[src/rtl/riscv_pkg.sv]
// Shared pipeline definitions: the canonical NOP used for decode bubbles and the
// fetch-stage FSM state encoding.
package riscv_pkg;

    localparam logic [31:0] NOP_INSTR = 32'h0000_0013;  // addi x0, x0, 0

    typedef enum logic [1:0] {
        FETCH   = 2'd0,
        HOLD    = 2'd1,
        DISCARD = 2'd2
    } fetch_state_t;

endpackage

[src/rtl/fetch_stage_if.sv]
// Instruction-memory request/ready port between the fetch stage (master) and
// the instruction memory (slave).
interface fetch_stage_if #(
    parameter int word_width = 32
);
    logic                  imem_req;
    logic [word_width-1:0] imem_addr;
    logic                  imem_ready;
    logic [31:0]           imem_rdata;

    modport master (
        output imem_req,
        output imem_addr,
        input  imem_ready,
        input  imem_rdata
    );

    modport slave (
        input  imem_req,
        input  imem_addr,
        output imem_ready,
        output imem_rdata
    );
endinterface

[src/rtl/fetch_stage_if_id_reg.sv]
// IF/ID pipeline register: StallD hold, FlushD bubble, bubble when no instruction
// was delivered this cycle.
module if_id_reg
    import riscv_pkg::*;
#(
    parameter int word_width = 32
) (
    input  logic                  clk,
    input  logic                  rst_n,
    input  logic                  stallD,
    input  logic                  flushD,
    input  logic                  loadValid,
    input  logic [31:0]           instrIn,
    input  logic [word_width-1:0] pcIn,
    output logic [31:0]           instrD,
    output logic [word_width-1:0] pcD,
    output logic [word_width-1:0] pcPlus4D,
    output logic                  validD
);

    always_ff @(posedge clk or negedge rst_n) begin
        if (!rst_n) begin
            instrD   <= NOP_INSTR;
            pcD      <= '0;
            pcPlus4D <= '0;
            validD   <= 1'b0;
        end else if (!stallD) begin
            // Stall outranks flush: only an unstalled register can take a bubble.
            if (!flushD && loadValid) begin
                instrD   <= instrIn;
                pcD      <= pcIn;
                pcPlus4D <= pcIn + word_width'(4);
                validD   <= 1'b1;
            end else begin
                instrD   <= NOP_INSTR;
                pcD      <= '0;
                pcPlus4D <= '0;
                validD   <= 1'b0;
            end
        end
    end

endmodule

[src/rtl/fetch_stage.sv]
// Instruction-fetch stage: owns PCF, drives the imem request port, absorbs memory
// latency and redirects. Optional FETCH_PERF_EN adds fetched/bubble counters.
module fetch_stage
    import riscv_pkg::*;
#(
    parameter int                    word_width = 32,
    parameter logic [word_width-1:0] RESET_PC   = '0
) (
    input  logic                  clk,
    input  logic                  rst_n,
    input  logic                  StallF,
    input  logic                  StallD,
    input  logic                  FlushD,
    input  logic                  PCSrcE,
    input  logic [word_width-1:0] PCTargetE,
    fetch_stage_if.master         imem,
    output logic [31:0]           InstrD,
    output logic [word_width-1:0] PCD,
    output logic [word_width-1:0] PCPlus4D,
    output logic                  ValidD
`ifdef FETCH_PERF_EN
    ,
    output logic [31:0]           perf_fetched,
    output logic [31:0]           perf_bubbles
`endif
);

    fetch_state_t          stateReg, stateNext;
    logic [word_width-1:0] pcReg, pcNext;
    logic [word_width-1:0] tgtReg, tgtNext;
    logic [31:0]           bufReg, bufNext;
    logic                  instrAvail;
    logic [31:0]           instrWord;

    always_ff @(posedge clk or negedge rst_n) begin
        if (!rst_n) begin
            stateReg <= FETCH;
            pcReg    <= RESET_PC;
            tgtReg   <= '0;
            bufReg   <= NOP_INSTR;
        end else begin
            stateReg <= stateNext;
            pcReg    <= pcNext;
            tgtReg   <= tgtNext;
            bufReg   <= bufNext;
        end
    end

    always_comb begin
        stateNext  = stateReg;
        pcNext     = pcReg;
        tgtNext    = tgtReg;
        bufNext    = bufReg;
        instrAvail = 1'b0;
        instrWord  = imem.imem_rdata;
        case (stateReg)
            FETCH: begin
                if (PCSrcE) begin
                    if (imem.imem_ready) begin
                        pcNext = PCTargetE;
                    end else begin
                        tgtNext   = PCTargetE;
                        stateNext = DISCARD;
                    end
                end else if (imem.imem_ready) begin
                    if (StallF) begin
                        bufNext   = imem.imem_rdata;
                        stateNext = HOLD;
                    end else begin
                        instrAvail = 1'b1;
                        pcNext     = pcReg + word_width'(4);
                    end
                end
            end
            HOLD: begin
                if (PCSrcE) begin
                    pcNext    = PCTargetE;
                    stateNext = FETCH;
                end else if (!StallF) begin
                    instrAvail = 1'b1;
                    instrWord  = bufReg;
                    pcNext     = pcReg + word_width'(4);
                    stateNext  = FETCH;
                end
            end
            DISCARD: begin
                // The stale request stays on the bus until it completes; only the
                // most recent redirect target survives.
                if (PCSrcE) begin
                    tgtNext = PCTargetE;
                end
                if (imem.imem_ready) begin
                    pcNext    = PCSrcE ? PCTargetE : tgtReg;
                    stateNext = FETCH;
                end
            end
            default: stateNext = FETCH;
        endcase
    end

    assign imem.imem_req  = (stateReg != HOLD);
    assign imem.imem_addr = pcReg;

    if_id_reg #(
        .word_width(word_width)
    ) u_if_id_reg (
        .clk      (clk),
        .rst_n    (rst_n),
        .stallD   (StallD),
        .flushD   (FlushD),
        .loadValid(instrAvail),
        .instrIn  (instrWord),
        .pcIn     (pcReg),
        .instrD   (InstrD),
        .pcD      (PCD),
        .pcPlus4D (PCPlus4D),
        .validD   (ValidD)
    );

`ifdef FETCH_PERF_EN
    always_ff @(posedge clk or negedge rst_n) begin
        if (!rst_n) begin
            perf_fetched <= '0;
            perf_bubbles <= '0;
        end else if (!StallD) begin
            if (!FlushD && instrAvail) begin
                perf_fetched <= perf_fetched + 32'd1;
            end else begin
                perf_bubbles <= perf_bubbles + 32'd1;
            end
        end
    end
`endif

endmodule

[src/flat_wrapper.sv]
// flat-port wrapper written by rule: the top's interface ports become plain ports
module fetch_stage_flat import riscv_pkg::*;
#(
    parameter int                    word_width = 32,
    parameter logic [word_width-1:0] RESET_PC   = '0
)
  (clk, rst_n, StallF, StallD, FlushD, PCSrcE, PCTargetE, InstrD, PCD, PCPlus4D, ValidD, imem_imem_req, imem_imem_addr, imem_imem_ready, imem_imem_rdata);
  fetch_stage_if #(.word_width(word_width)) imem_i ();
  input  logic clk;
  input  logic rst_n;
  input  logic StallF;
  input  logic StallD;
  input  logic FlushD;
  input  logic PCSrcE;
  input  logic [word_width-1:0] PCTargetE;
  output logic [31:0] InstrD;
  output logic [word_width-1:0] PCD;
  output logic [word_width-1:0] PCPlus4D;
  output logic ValidD;
  output wire logic [$bits(imem_i.imem_req)-1:0] imem_imem_req;
  output wire logic [$bits(imem_i.imem_addr)-1:0] imem_imem_addr;
  input wire logic [$bits(imem_i.imem_ready)-1:0] imem_imem_ready;
  input wire logic [$bits(imem_i.imem_rdata)-1:0] imem_imem_rdata;
  assign imem_imem_req = imem_i.imem_req;
  assign imem_imem_addr = imem_i.imem_addr;
  assign imem_i.imem_ready = imem_imem_ready;
  assign imem_i.imem_rdata = imem_imem_rdata;
  fetch_stage #(.word_width(word_width), .RESET_PC(RESET_PC)) u_core (.clk(clk), .rst_n(rst_n), .StallF(StallF), .StallD(StallD), .FlushD(FlushD), .PCSrcE(PCSrcE), .PCTargetE(PCTargetE), .imem(imem_i), .InstrD(InstrD), .PCD(PCD), .PCPlus4D(PCPlus4D), .ValidD(ValidD));
endmodule
[config.mk]
export PLATFORM = sky130hd
export DESIGN_NAME = fetch_stage_flat
export DESIGN_NICKNAME = d
export VERILOG_FILES = /design/src/rtl/riscv_pkg.sv /design/src/rtl/fetch_stage_if.sv /design/src/rtl/fetch_stage_if_id_reg.sv /design/src/rtl/fetch_stage.sv /design/src/flat_wrapper.sv
export SDC_FILE = /design/constraint.sdc
export NUM_CORES = 1
export LEC_CHECK = 0
export BUFFER_PORTS_ARGS = -buffer_cell sky130_fd_sc_hd__buf_2
export CELL_PAD_IN_SITES_DETAIL_PLACEMENT = 1
export CELL_PAD_IN_SITES_GLOBAL_PLACEMENT = 2
export CORE_MARGIN = 3
export CORE_UTILIZATION = 37
export DETAILED_ROUTE_END_ITERATION = 6
export GPL_TIMING_DRIVEN = 0
export HOLD_SLACK_MARGIN = 0.02
export PLACE_DENSITY = 0.92
export SYNTH_ARGS = -nofsm -noshare
export SYNTH_HDL_FRONTEND = slang
export SYNTH_HIERARCHICAL = 1
export SYNTH_SLANG_ARGS = --single-unit
[constraint.sdc]
create_clock -name clk -period 4.78 [get_ports clk]
set_input_delay 0.956 -clock clk [delete_from_list [all_inputs] [get_ports clk]]
set_output_delay 0.956 -clock clk [all_outputs]
set_load 0.01 [all_outputs]
==> qor.yml <==
fp.dieH_um: 165
start_kind: "input port"
hp-start: "u_core/u_if_id_reg/instrD[1]"
p_int_mw: 2.85
reg2regPathDepth: 10
core_area_um2: 24600
maxCapViolCount: 0
seq_area_um2: 4840
synthXorXnorAreaFrac: 0.0187
layout_setup_ws_ns: 1.55
insertion_delay_ns: 0.45
fin_worst_skew_ns: 0.0195
yosysTopAreaCell: "dfrtp_1"
layout-drive-gt1-share: 0.328
grt_pass1_wl_mm: 49.5
combPwrFrac: 0.173
grt-ovfl-total: 0
synth_area_leaders: "dfrtp_1 (50%), mux2_2 (12%), a22o_1 (5.0%)"
portBuffers: 198
synth_nets: 950
status: "finished clean"
synth_area_um2: 9370
clockBufferDepth: 2
maxSlewHeadroom: 0.207
grt_setup_unrepaired: "no"
cellPowerDensity_nw_per_um2: 374
grt_pass1_vias: 8616
synthMuxAreaShare: 0.118
post-dp-hpwl_mm: 23.0
clkTransAtPathRegs_ns: 0.08
area_growth_pct: 21.7
ios: 201
synth-adder-area-share: 0.00267
fin_crit_ns: 3.23
p_total_mw: 4.26
dieWidth_um: 165
synthCells: 877
netlist-cell-type-count: 65
fin_crit_sh: 0.677
dp_slack_ns: 1.12
ff2ff_setup_slack_ns: 1.62
leakage_nw: 5.31
hold_depth: 2
yosys_most_used_dff: "dfrtp_1"
hold_viol: 0
drc: 0
fillers: 2796
path_max_fanout: 10
vias: 8208
synth_top_area_frac: 0.499
sequentialPowerShare: 0.493
fin_util: 0.463
fmax_mhz: 309
hold_buffers: 0
worstSetupPathType: "input port to register"
cts_tree: "built"
syn_area_per_cell_um2: 10.7
swShare: 0.331
wl_per_cell_um: 22.3
grt_usage: 0.234
required_ns: 5.07
h-tree-depth: 4
antenna_found_initial: 1
min_path_type: "register to register"
synth_compound_area_frac: 0.156
cts_resized: 0
nets: 1168
wl_mm: 31.9
holdPathEnd: "u_core/u_if_id_reg/instrD[1]"
synth_top_family_by_area: "compound AO/OA/AOI/OAI gates"
ys_seq_area_frac: 0.516
synthArstFlopShare: 1.00
cts_root_buf: "clkbuf_16"
core.rowCount: 57
clock_power_share: 0.335
start_util: 0.381
ir_drop_mv: 0.194
detail_route.iter0.violations: 768
ant_nets: 0
setup_viol: 0
detail_route.first_pass.iterations: 5
cts_buffers: 17
cts_sinks: 193
r2r_end: "u_core/u_if_id_reg/pcPlus4D[8]"
synth-edff-count: 0
via_per_inst: 5.73
synth_simple_gate_area_frac: 0.156
slew_viol_final: 0
p_sw_mw: 1.41
gp_congestion: 0.859
r2r-start: "u_core/stateReg[0]"
worst_pin_slew_ns: 1.18
critPathArrivalTime_ns: 3.53
critPathCaptureType: "register"
ys_seq_elements: 193
die_area_um2: 27300
grt_max_degree: 109
yosys_warnings: 6
cts_setup_buffers: 0
multiInputGateArea_um2: 4220
==> critical path, cell delays in order <==
cell	delay, ns
buf_2	0.13
nor2_1	0.40
nor2_1	0.16
nand2_1	0.21
inv_1	0.08
or3b_2	0.19
clkbuf_1	0.28
clkbuf_1	0.45
clkbuf_1	0.48
o21ai_0	0.20
==> worst max path at each step <==
stage	from	end	cells past startpoint
after floorplan	imem_imem_ready	u_core/u_if_id_reg/pcPlus4D[10]	9
after global placement	rst_n	u_core/tgtReg[21]	1
after detailed placement	imem_imem_ready	u_core/u_if_id_reg/pcPlus4D[10]	10
after CTS	imem_imem_ready	u_core/u_if_id_reg/pcPlus4D[8]	10
after global routing	imem_imem_ready	u_core/u_if_id_reg/pcPlus4D[8]	10
final	imem_imem_ready	u_core/u_if_id_reg/pcPlus4D[8]	10
==> registers in the layout, summed over array words and instances, names as in the netlist <==
name / cells
u_core/u_if_id_reg/instrD: 32
u_core/tgtReg: 32
u_core/u_if_id_reg/pcD: 32
u_core/imem.imem_addr: 32
u_core/u_if_id_reg/validD: 1
u_core/stateReg: 2
u_core/bufReg: 32
u_core/u_if_id_reg/pcPlus4D: 30
==> cell usage in the layout (no fill, tap or decap), types with 4 or more instances in the layout <==
cell type,count
buf_2,212
dfrtp_1,187
nand2_1,96
mux2_2,96
a22o_1,54
o21ai_0,50
nor2_1,44
clkbuf_1,43
a21oi_1,36
nand3_1,32
nand4_1,18
clkbuf_16,17
nor3_1,14
nor3b_1,14
xnor2_1,11
inv_1,10
nor4_1,10
and3_1,10
and4_1,9
xor2_1,9
a221o_1,8
a31oi_1,8
a211oi_1,6
dfstp_2,6
clkinv_4,5
clkinv_8,5
nand2b_1,5
buf_1,5
o211ai_1,5
or4_1,5
nor2b_1,4
a211o_1,4
o41ai_1,4
o311ai_0,4
a41oi_1,4
==> layer usage <==
| metal | up-vias | routed length, um | GRT usage | share of wire |
|---|---|---|---|---|
| li1 | 3687 | - | - | - |
| met3 | 43 | 2060 | 0.0484 | 0.064 |
| met2 | 273 | 15300 | 0.392 | 0.48 |
| met5 | - | 0 | 0 | 0 |
| met4 | 0 | 634 | 0.0667 | 0.020 |
| met1 | 4205 | 14000 | 0.305 | 0.44 |
==> synthesized netlist by cell type (10+ instances only) <==
master      n
dfrtp_1   187
and3_1     10
xnor2_1    11
a21oi_1    36
o21ai_0    50
nor3b_1    14
clkbuf_1   42
nand3_1    32
nor3_1     14
nand2_1    96
inv_1      10
nor4_1     10
buf_2      15
a22o_1     54
nor2_1     44
mux2_2     96
nand4_1    18
==> per-stage QoR <==
stage | hold slack, ns | cell area [um^2] | TNS [ns] | cells
floorplan | 0.470 | 9370 | 0 | 877
global placement | 0.453 | 10800 | -103.23 | 1399
detailed placement | 0.454 | 10800 | 0 | 1400
CTS | 0.467 | 11400 | 0 | 1432
global route | 0.496 | 11400 | 0 | 1433
finish | 0.464 | 11400 | 0 | 1433
==> area by class of cell <==
class,instances,area share
clock buffers,18,0.0376
inverters,10,0.00329
repair buffers,199,0.0902
plain buffers,65,0.0238
flip-flops and latches,193,0.424
well taps,324,0.0356
diodes,1,0.000219
clock inverters,14,0.0145
multi-input cells,609,0.371
==> cells by family (layout without fill, tap and decap cells) <==
| family | Yosys count | after routing |
|---|---|---|
| AO/OA/AOI/OAI | 208 | 208 |
| adder cells (fa/ha/maj) | 2 | 2 |
| other | 0 | 1 |
| flip-flops | 193 | 193 |
| AND/OR/NAND/NOR | 281 | 281 |
| buffers and inverters | 75 | 306 |
| XOR/XNOR | 20 | 20 |
| multiplexers | 98 | 98 |
==> power by group through the flow <==
stage | Clock (mW) | Sequential (mW) | Combinational [mW]
2_1_floorplan | 0 | 2.06 | 0.412
3_3_place_gp | 0 | 2.11 | 0.704
3_5_place_dp | 0 | 2.13 | 0.730
4_1_cts | 1.46 | 2.10 | 0.737
5_1_grt | 1.52 | 2.13 | 0.808
6_report | 1.43 | 2.10 | 0.737
(Power assumes the default switching activity.)
